==> config.mk <==
export PLATFORM = sky130hd
export DESIGN_NAME = uart_xcvr
export DESIGN_NICKNAME = d
export VERILOG_FILES = /design/src/rtl/uart_xcvr.sv
export SDC_FILE = /design/constraint.sdc
export NUM_CORES = 1
export LEC_CHECK = 0
export BUFFER_PORTS_ARGS = -buffer_cell sky130_fd_sc_hd__buf_2
export CAP_MARGIN = 30
export CORE_UTILIZATION = 25
export DETAILED_ROUTE_END_ITERATION = 10
export SETUP_SLACK_MARGIN = 0.02
export SYNTH_ARGS = -nofsm -noshare
export SYNTH_HDL_FRONTEND = slang
export SYNTH_SLANG_ARGS = --single-unit
==> constraint.sdc <==
create_clock -name i_Clock -period 3.5 [get_ports i_Clock]
set_input_delay 0.525 -clock i_Clock [delete_from_list [all_inputs] [get_ports i_Clock]]
set_output_delay 0.525 -clock i_Clock [all_outputs]
set_load 0.01 [all_outputs]
==> src/rtl/uart_xcvr.sv <==
// Full-duplex UART: TX and RX engines with configurable data bits, parity and stop bits.
// Latency: TX line drops one clock after i_Tx_DV is sampled; RX pulses o_Rx_DV one clock after the last stop sample.
// Backpressure: none; i_Tx_DV is only honoured while TX is idle, RX never stalls.
module uart_xcvr #(
  parameter int CLKS_PER_BIT = 87,
  parameter int DATA_BITS    = 8,
  parameter int PARITY       = 0,
  parameter int STOP_BITS    = 1
) (
  input  logic                 i_Clock,
  input  logic                 i_Reset,
  input  logic                 i_Rx_Serial,
  output logic                 o_Rx_DV,
  output logic [DATA_BITS-1:0] o_Rx_Byte,
  output logic                 o_Rx_Parity_Err,
  output logic                 o_Rx_Frame_Err,
  input  logic                 i_Tx_DV,
  input  logic [DATA_BITS-1:0] i_Tx_Byte,
  output logic                 o_Tx_Active,
  output logic                 o_Tx_Serial,
  output logic                 o_Tx_Done
);
  localparam int CW = $clog2(STOP_BITS * CLKS_PER_BIT);
  localparam int IW = $clog2(DATA_BITS);
  localparam logic [CW-1:0] BIT_END  = CW'(CLKS_PER_BIT - 1);
  localparam logic [CW-1:0] STOP_END = CW'(STOP_BITS * CLKS_PER_BIT - 1);
  localparam logic [CW-1:0] MID      = CW'((CLKS_PER_BIT - 1) / 2);
  localparam logic [IW-1:0] LAST_BIT = IW'(DATA_BITS - 1);
  localparam logic [IW-1:0] LAST_STP = IW'(STOP_BITS - 1);
  localparam logic PAR_ON  = (PARITY != 0);
  localparam logic PAR_ODD = (PARITY == 1);

  localparam logic [2:0] S_IDLE   = 3'd0;
  localparam logic [2:0] S_START  = 3'd1;
  localparam logic [2:0] S_DATA   = 3'd2;
  localparam logic [2:0] S_PARITY = 3'd3;
  localparam logic [2:0] S_STOP   = 3'd4;
  localparam logic [2:0] S_WAIT   = 3'd5;

  logic [2:0]           tx_state;
  logic [CW-1:0]        tx_cnt;
  logic [IW-1:0]        tx_idx;
  logic [DATA_BITS-1:0] tx_shift;
  logic                 tx_par;

  always_ff @(posedge i_Clock or posedge i_Reset) begin
    if (i_Reset) begin
      tx_state    <= S_IDLE;
      tx_cnt      <= '0;
      tx_idx      <= '0;
      tx_shift    <= '0;
      tx_par      <= 1'b0;
      o_Tx_Serial <= 1'b1;
      o_Tx_Active <= 1'b0;
      o_Tx_Done   <= 1'b0;
    end else begin
      o_Tx_Done <= 1'b0;
      case (tx_state)
        S_IDLE: begin
          o_Tx_Serial <= 1'b1;
          tx_cnt      <= '0;
          if (i_Tx_DV) begin
            tx_state    <= S_START;
            tx_shift    <= i_Tx_Byte;
            tx_par      <= (^i_Tx_Byte) ^ PAR_ODD;
            o_Tx_Serial <= 1'b0;
            o_Tx_Active <= 1'b1;
          end
        end
        S_START: begin
          if (tx_cnt != BIT_END) tx_cnt <= tx_cnt + 1'b1;
          else begin
            tx_cnt      <= '0;
            tx_idx      <= '0;
            o_Tx_Serial <= tx_shift[0];
            tx_shift    <= tx_shift >> 1;
            tx_state    <= S_DATA;
          end
        end
        S_DATA: begin
          if (tx_cnt != BIT_END) tx_cnt <= tx_cnt + 1'b1;
          else begin
            tx_cnt <= '0;
            if (tx_idx != LAST_BIT) begin
              tx_idx      <= tx_idx + 1'b1;
              o_Tx_Serial <= tx_shift[0];
              tx_shift    <= tx_shift >> 1;
            end else if (PAR_ON) begin
              tx_state    <= S_PARITY;
              o_Tx_Serial <= tx_par;
            end else begin
              tx_state    <= S_STOP;
              o_Tx_Serial <= 1'b1;
            end
          end
        end
        S_PARITY: begin
          if (tx_cnt != BIT_END) tx_cnt <= tx_cnt + 1'b1;
          else begin
            tx_cnt      <= '0;
            tx_state    <= S_STOP;
            o_Tx_Serial <= 1'b1;
          end
        end
        S_STOP: begin
          // all stop bits are timed as one long interval
          if (tx_cnt != STOP_END) tx_cnt <= tx_cnt + 1'b1;
          else begin
            tx_cnt      <= '0;
            tx_state    <= S_IDLE;
            o_Tx_Active <= 1'b0;
            o_Tx_Done   <= 1'b1;
          end
        end
        default: tx_state <= S_IDLE;
      endcase
    end
  end

  logic [1:0]           rx_sync;
  logic                 rx_s;
  logic [2:0]           rx_state;
  logic [CW-1:0]        rx_cnt;
  logic [IW-1:0]        rx_idx;
  logic [DATA_BITS-1:0] rx_shift;
  logic                 rx_par;
  logic                 rx_ferr;
  logic                 rx_tick;
  logic                 ferr_now;

  assign rx_s     = rx_sync[1];
  assign rx_tick  = (rx_cnt == BIT_END);
  // with one stop bit the framing verdict comes from the sample being taken now
  assign ferr_now = (rx_idx == '0) ? ~rx_s : rx_ferr;

  always_ff @(posedge i_Clock or posedge i_Reset) begin
    if (i_Reset) begin
      rx_sync         <= 2'b11;
      rx_state        <= S_IDLE;
      rx_cnt          <= '0;
      rx_idx          <= '0;
      rx_shift        <= '0;
      rx_par          <= 1'b0;
      rx_ferr         <= 1'b0;
      o_Rx_DV         <= 1'b0;
      o_Rx_Byte       <= '0;
      o_Rx_Parity_Err <= 1'b0;
      o_Rx_Frame_Err  <= 1'b0;
    end else begin
      rx_sync <= {rx_sync[0], i_Rx_Serial};
      o_Rx_DV <= 1'b0;
      case (rx_state)
        S_IDLE: begin
          rx_cnt <= '0;
          if (!rx_s) rx_state <= S_START;
        end
        S_START: begin
          if (rx_cnt != MID) rx_cnt <= rx_cnt + 1'b1;
          else begin
            rx_cnt   <= '0;
            rx_idx   <= '0;
            rx_state <= rx_s ? S_IDLE : S_DATA;
          end
        end
        S_DATA: begin
          if (!rx_tick) rx_cnt <= rx_cnt + 1'b1;
          else begin
            rx_cnt   <= '0;
            rx_shift <= {rx_s, rx_shift[DATA_BITS-1:1]};
            if (rx_idx != LAST_BIT) rx_idx <= rx_idx + 1'b1;
            else begin
              rx_idx   <= '0;
              rx_state <= PAR_ON ? S_PARITY : S_STOP;
            end
          end
        end
        S_PARITY: begin
          if (!rx_tick) rx_cnt <= rx_cnt + 1'b1;
          else begin
            rx_cnt   <= '0;
            rx_par   <= rx_s;
            rx_state <= S_STOP;
          end
        end
        S_STOP: begin
          if (!rx_tick) rx_cnt <= rx_cnt + 1'b1;
          else begin
            rx_cnt <= '0;
            if (rx_idx == '0) rx_ferr <= ~rx_s;
            if (rx_idx != LAST_STP) rx_idx <= rx_idx + 1'b1;
            else begin
              rx_idx          <= '0;
              o_Rx_DV         <= 1'b1;
              o_Rx_Byte       <= rx_shift;
              o_Rx_Parity_Err <= PAR_ON && (rx_par != ((^rx_shift) ^ PAR_ODD));
              o_Rx_Frame_Err  <= ferr_now;
              // a break keeps the line low; re-arm only once it returns high
              rx_state        <= ferr_now ? S_WAIT : S_IDLE;
            end
          end
        end
        S_WAIT: begin
          if (rx_s) rx_state <= S_IDLE;
        end
        default: rx_state <= S_IDLE;
      endcase
    end
  end

endmodule

==> flow_metrics.tcl <==
set metrics [dict create \
    routed_wl_mm 5.38 \
    overflow 0 \
    synthCells 272 \
    r2r-start "rx_cnt[0]$_DFFE_PP0P_" \
    fin_total_pwr_mw 1.90 \
    wire_per_inst_um 12.1 \
    cts.sink_count 58 \
    antenna_found_initial 0 \
    r2r_cells 6 \
    worstSetupEndpointType "register" \
    use_met3 0.0285 \
    synth_edf_count 0 \
    p_leak_nw 1.66 \
    yosysSeqAreaShare 0.494 \
    hp-class "in -> reg" \
    finalSetupViolCount 0 \
    fin_crit_sh 0.654 \
    antenna_cells 0 \
    powerDensity_nw_per_um2 539 \
    fin_setup_tns_ps 0 \
    die_h_um 110 \
    crit_start "rx_cnt[0]$_DFFE_PP0P_" \
    path_clk_slew_ps 50 \
    critPathRequiredTime_ps 3700 \
    clock_path_buffers 2 \
    fillers 1165 \
    clk_latency_ps 320 \
    finalWorstPathRequiredPeriod_ps 2290 \
    synth_area_um2 2940 \
    max_freq_ghz 0.437 \
    cts_inserted_buffers 9 \
    ir_drop_mv 0.241 \
    grt_start_max_net_pins 36 \
    yosys_warnings 0 \
    syn_nets 293 \
    hold_viol_final 0 \
    dp.final_hpwl_mm 3.78 \
    viasPerCell 4.65 \
    crit_arrival_ps 2490 \
    layout-drive-gt1-share 0.261 \
    slew_headroom 0.409 \
    rrSetupSlack_ps 1210 \
    synthArstFlopShare 1.00 \
    worstHoldPathCells 1 \
    synth_cell_types 60 \
    grt_util_met1 0.116 \
    ys_ff_latch 58 \
    place_congestion 0.789 \
    cts_root_buf "clkbuf_16" \
    drt-pass1-iter-count 4 \
    cts_setup_buffers 0 \
    fin_nets 319 \
    min_to "rx_sync[0]$_DFF_PP1_" \
    die-area_um2 12200 \
    ioPinCount 26 \
    timing.rr.end "o_Rx_Byte[4]$_DFFE_PP0P_" \
    rsz0062_at_grt "false" \
    maxCapViolCount 0 \
    cts_resized 0 \
    run_status "complete, no violations" \
    top_usage_layer "met2" \
    cts_max_level 3 \
    holdCritStartpoint "i_Rx_Serial" \
    skew_ps 4.16 \
    grt_pass1_wl_mm 9.76 \
    gr-usage-all-layers 0.0977 \
    cts_tree "built" \
    core_area_um2 11500 \
    drtIter0Drc 65 \
    slew_violations 0 \
    gr-usage-met2 0.162 \
    num_vias 2073 \
    critPathMaxFanout 12 \
    start_util 0.257 \
    antenna_left 0 \
    grt_pass1_vias 2104 \
    ys.flop_type "dfrtp_1" \
    path_class "reg -> reg" \
    worstSetupStartpointType "register" \
    syn_area_per_cell_um2 10.8 \
    rows 39 \
    tightest_slew_ps 882 \
    port_buffers 24 \
    die_w_um 110 \
    area_growth_pct 20.0 \
    drc 0 \
    ctsHoldBuffers 0 \
]
==> layout make-up <==
cell class / count / area [um^2] / area share
Sequential cell: 58 / 1460 / 0.412
Clock inverter: 7 / 116 / 0.0329
Inverter: 12 / 45.0 / 0.0128
Timing Repair Buffer: 25 / 128 / 0.0361
Tap cell: 143 / 179 / 0.0507
Clock buffer: 9 / 225 / 0.0638
Multi-Input combinational cell: 192 / 1380 / 0.392
==> routing by layer <==
metal / vias up / wire length [um] / part of all wire
li1: 1031 / - / -
met1: 1012 / 2530 / 0.47
met2: 28 / 2650 / 0.49
met3: 2 / 167 / 0.031
met4: 0 / 22 / 0.0041
met5: - / 0 / 0
==> Yosys cell counts, drive strengths merged, types with 4 or more instances <==
cell / instances / area share
a21oi: 21 / 0.041
nor3: 4 / 0.012
mux2i: 10 / 0.034
mux2: 18 / 0.069
nand2b: 7 / 0.015
inv: 12 / 0.015
dfrtp: 55 / 0.47
nand3: 7 / 0.012
nor2b: 6 / 0.013
nand2: 19 / 0.027
o2bb2ai: 4 / 0.012
buf: 7 / 0.016
nor2: 23 / 0.029
o21ai: 15 / 0.026
ha: 9 / 0.038
==> power breakdown <==
group          internal, mW  switching (mW)
Sequential            0.696          0.0367
Combinational        0.0689           0.107
Clock                 0.694           0.302
==> layout by cell type, fill, tap and decap left out, types with 4 or more instances in the layout <==
master and count:
mux2_2 18, nand2b_1 7, o2bb2ai_1 4, clkbuf_16 9, nor2b_1 6, o21ai_0 14, nor2_1 23, nand3_1 7
ha_1 9, dfrtp_1 55, buf_2 24, mux2i_1 10, nand2_1 18, a21oi_1 19, inv_1 11
==> sequential cells by signal (all words and copies together) (netlist names) <==
register and count:
o_Rx_Byte 8, o_Rx_DV 1, o_Rx_Frame_Err 1, o_Tx_Active 1
o_Tx_Done 1, o_Tx_Serial 1, rx_cnt 7, rx_ferr 1
rx_idx 3, rx_shift 8, rx_state 3, rx_sync 2
tx_cnt 7, tx_idx 3, tx_shift 8, tx_state 3
==> logic make-up after synthesis <==
| family | share of synthesized area |
|---|---|
| compound gates | 0.148 |
| simple gates | 0.165 |
| other cells | 0.00127 |
| xor+xnor | 0.0149 |
| buf+inv | 0.0353 |
| flops | 0.494 |
| fa+ha+maj | 0.0383 |
| mux | 0.103 |
==> critical path: stages (launching register included) <==
cell and delay [ps]:
dfrtp_1 410, inv_1 70, ha_1 130, and4b_2 300, nand2_4 100, nor3_2 740, mux2_2 420
==> stage by stage <==
step	setup WS (ps)	utilization	hold WS, ps	instances	area [um^2]
CTS	1190	0.308	305	446	3530
global placement	1270	0.278	348	430	3190
detailed placement	1200	0.278	348	430	3190
floorplan	1550	-	345	272	2940
global route	1030	0.308	302	446	3530
finish	1210	0.308	317	446	3530
==> how the worst max path moves through the flow <==
stage / end / cells after the start
2_1_floorplan: o_Rx_Byte[0]$_DFFE_PP0P_ / 1
6_report: o_Rx_Byte[4]$_DFFE_PP0P_ / 6
5_1_grt: tx_shift[0]$_DFFE_PP0P_ / 7
3_3_place_gp: o_Rx_Byte[5]$_DFFE_PP0P_ / 6
4_1_cts: o_Rx_Byte[4]$_DFFE_PP0P_ / 6
3_5_place_dp: o_Rx_Byte[4]$_DFFE_PP0P_ / 6
(Power assumes the default switching activity.)
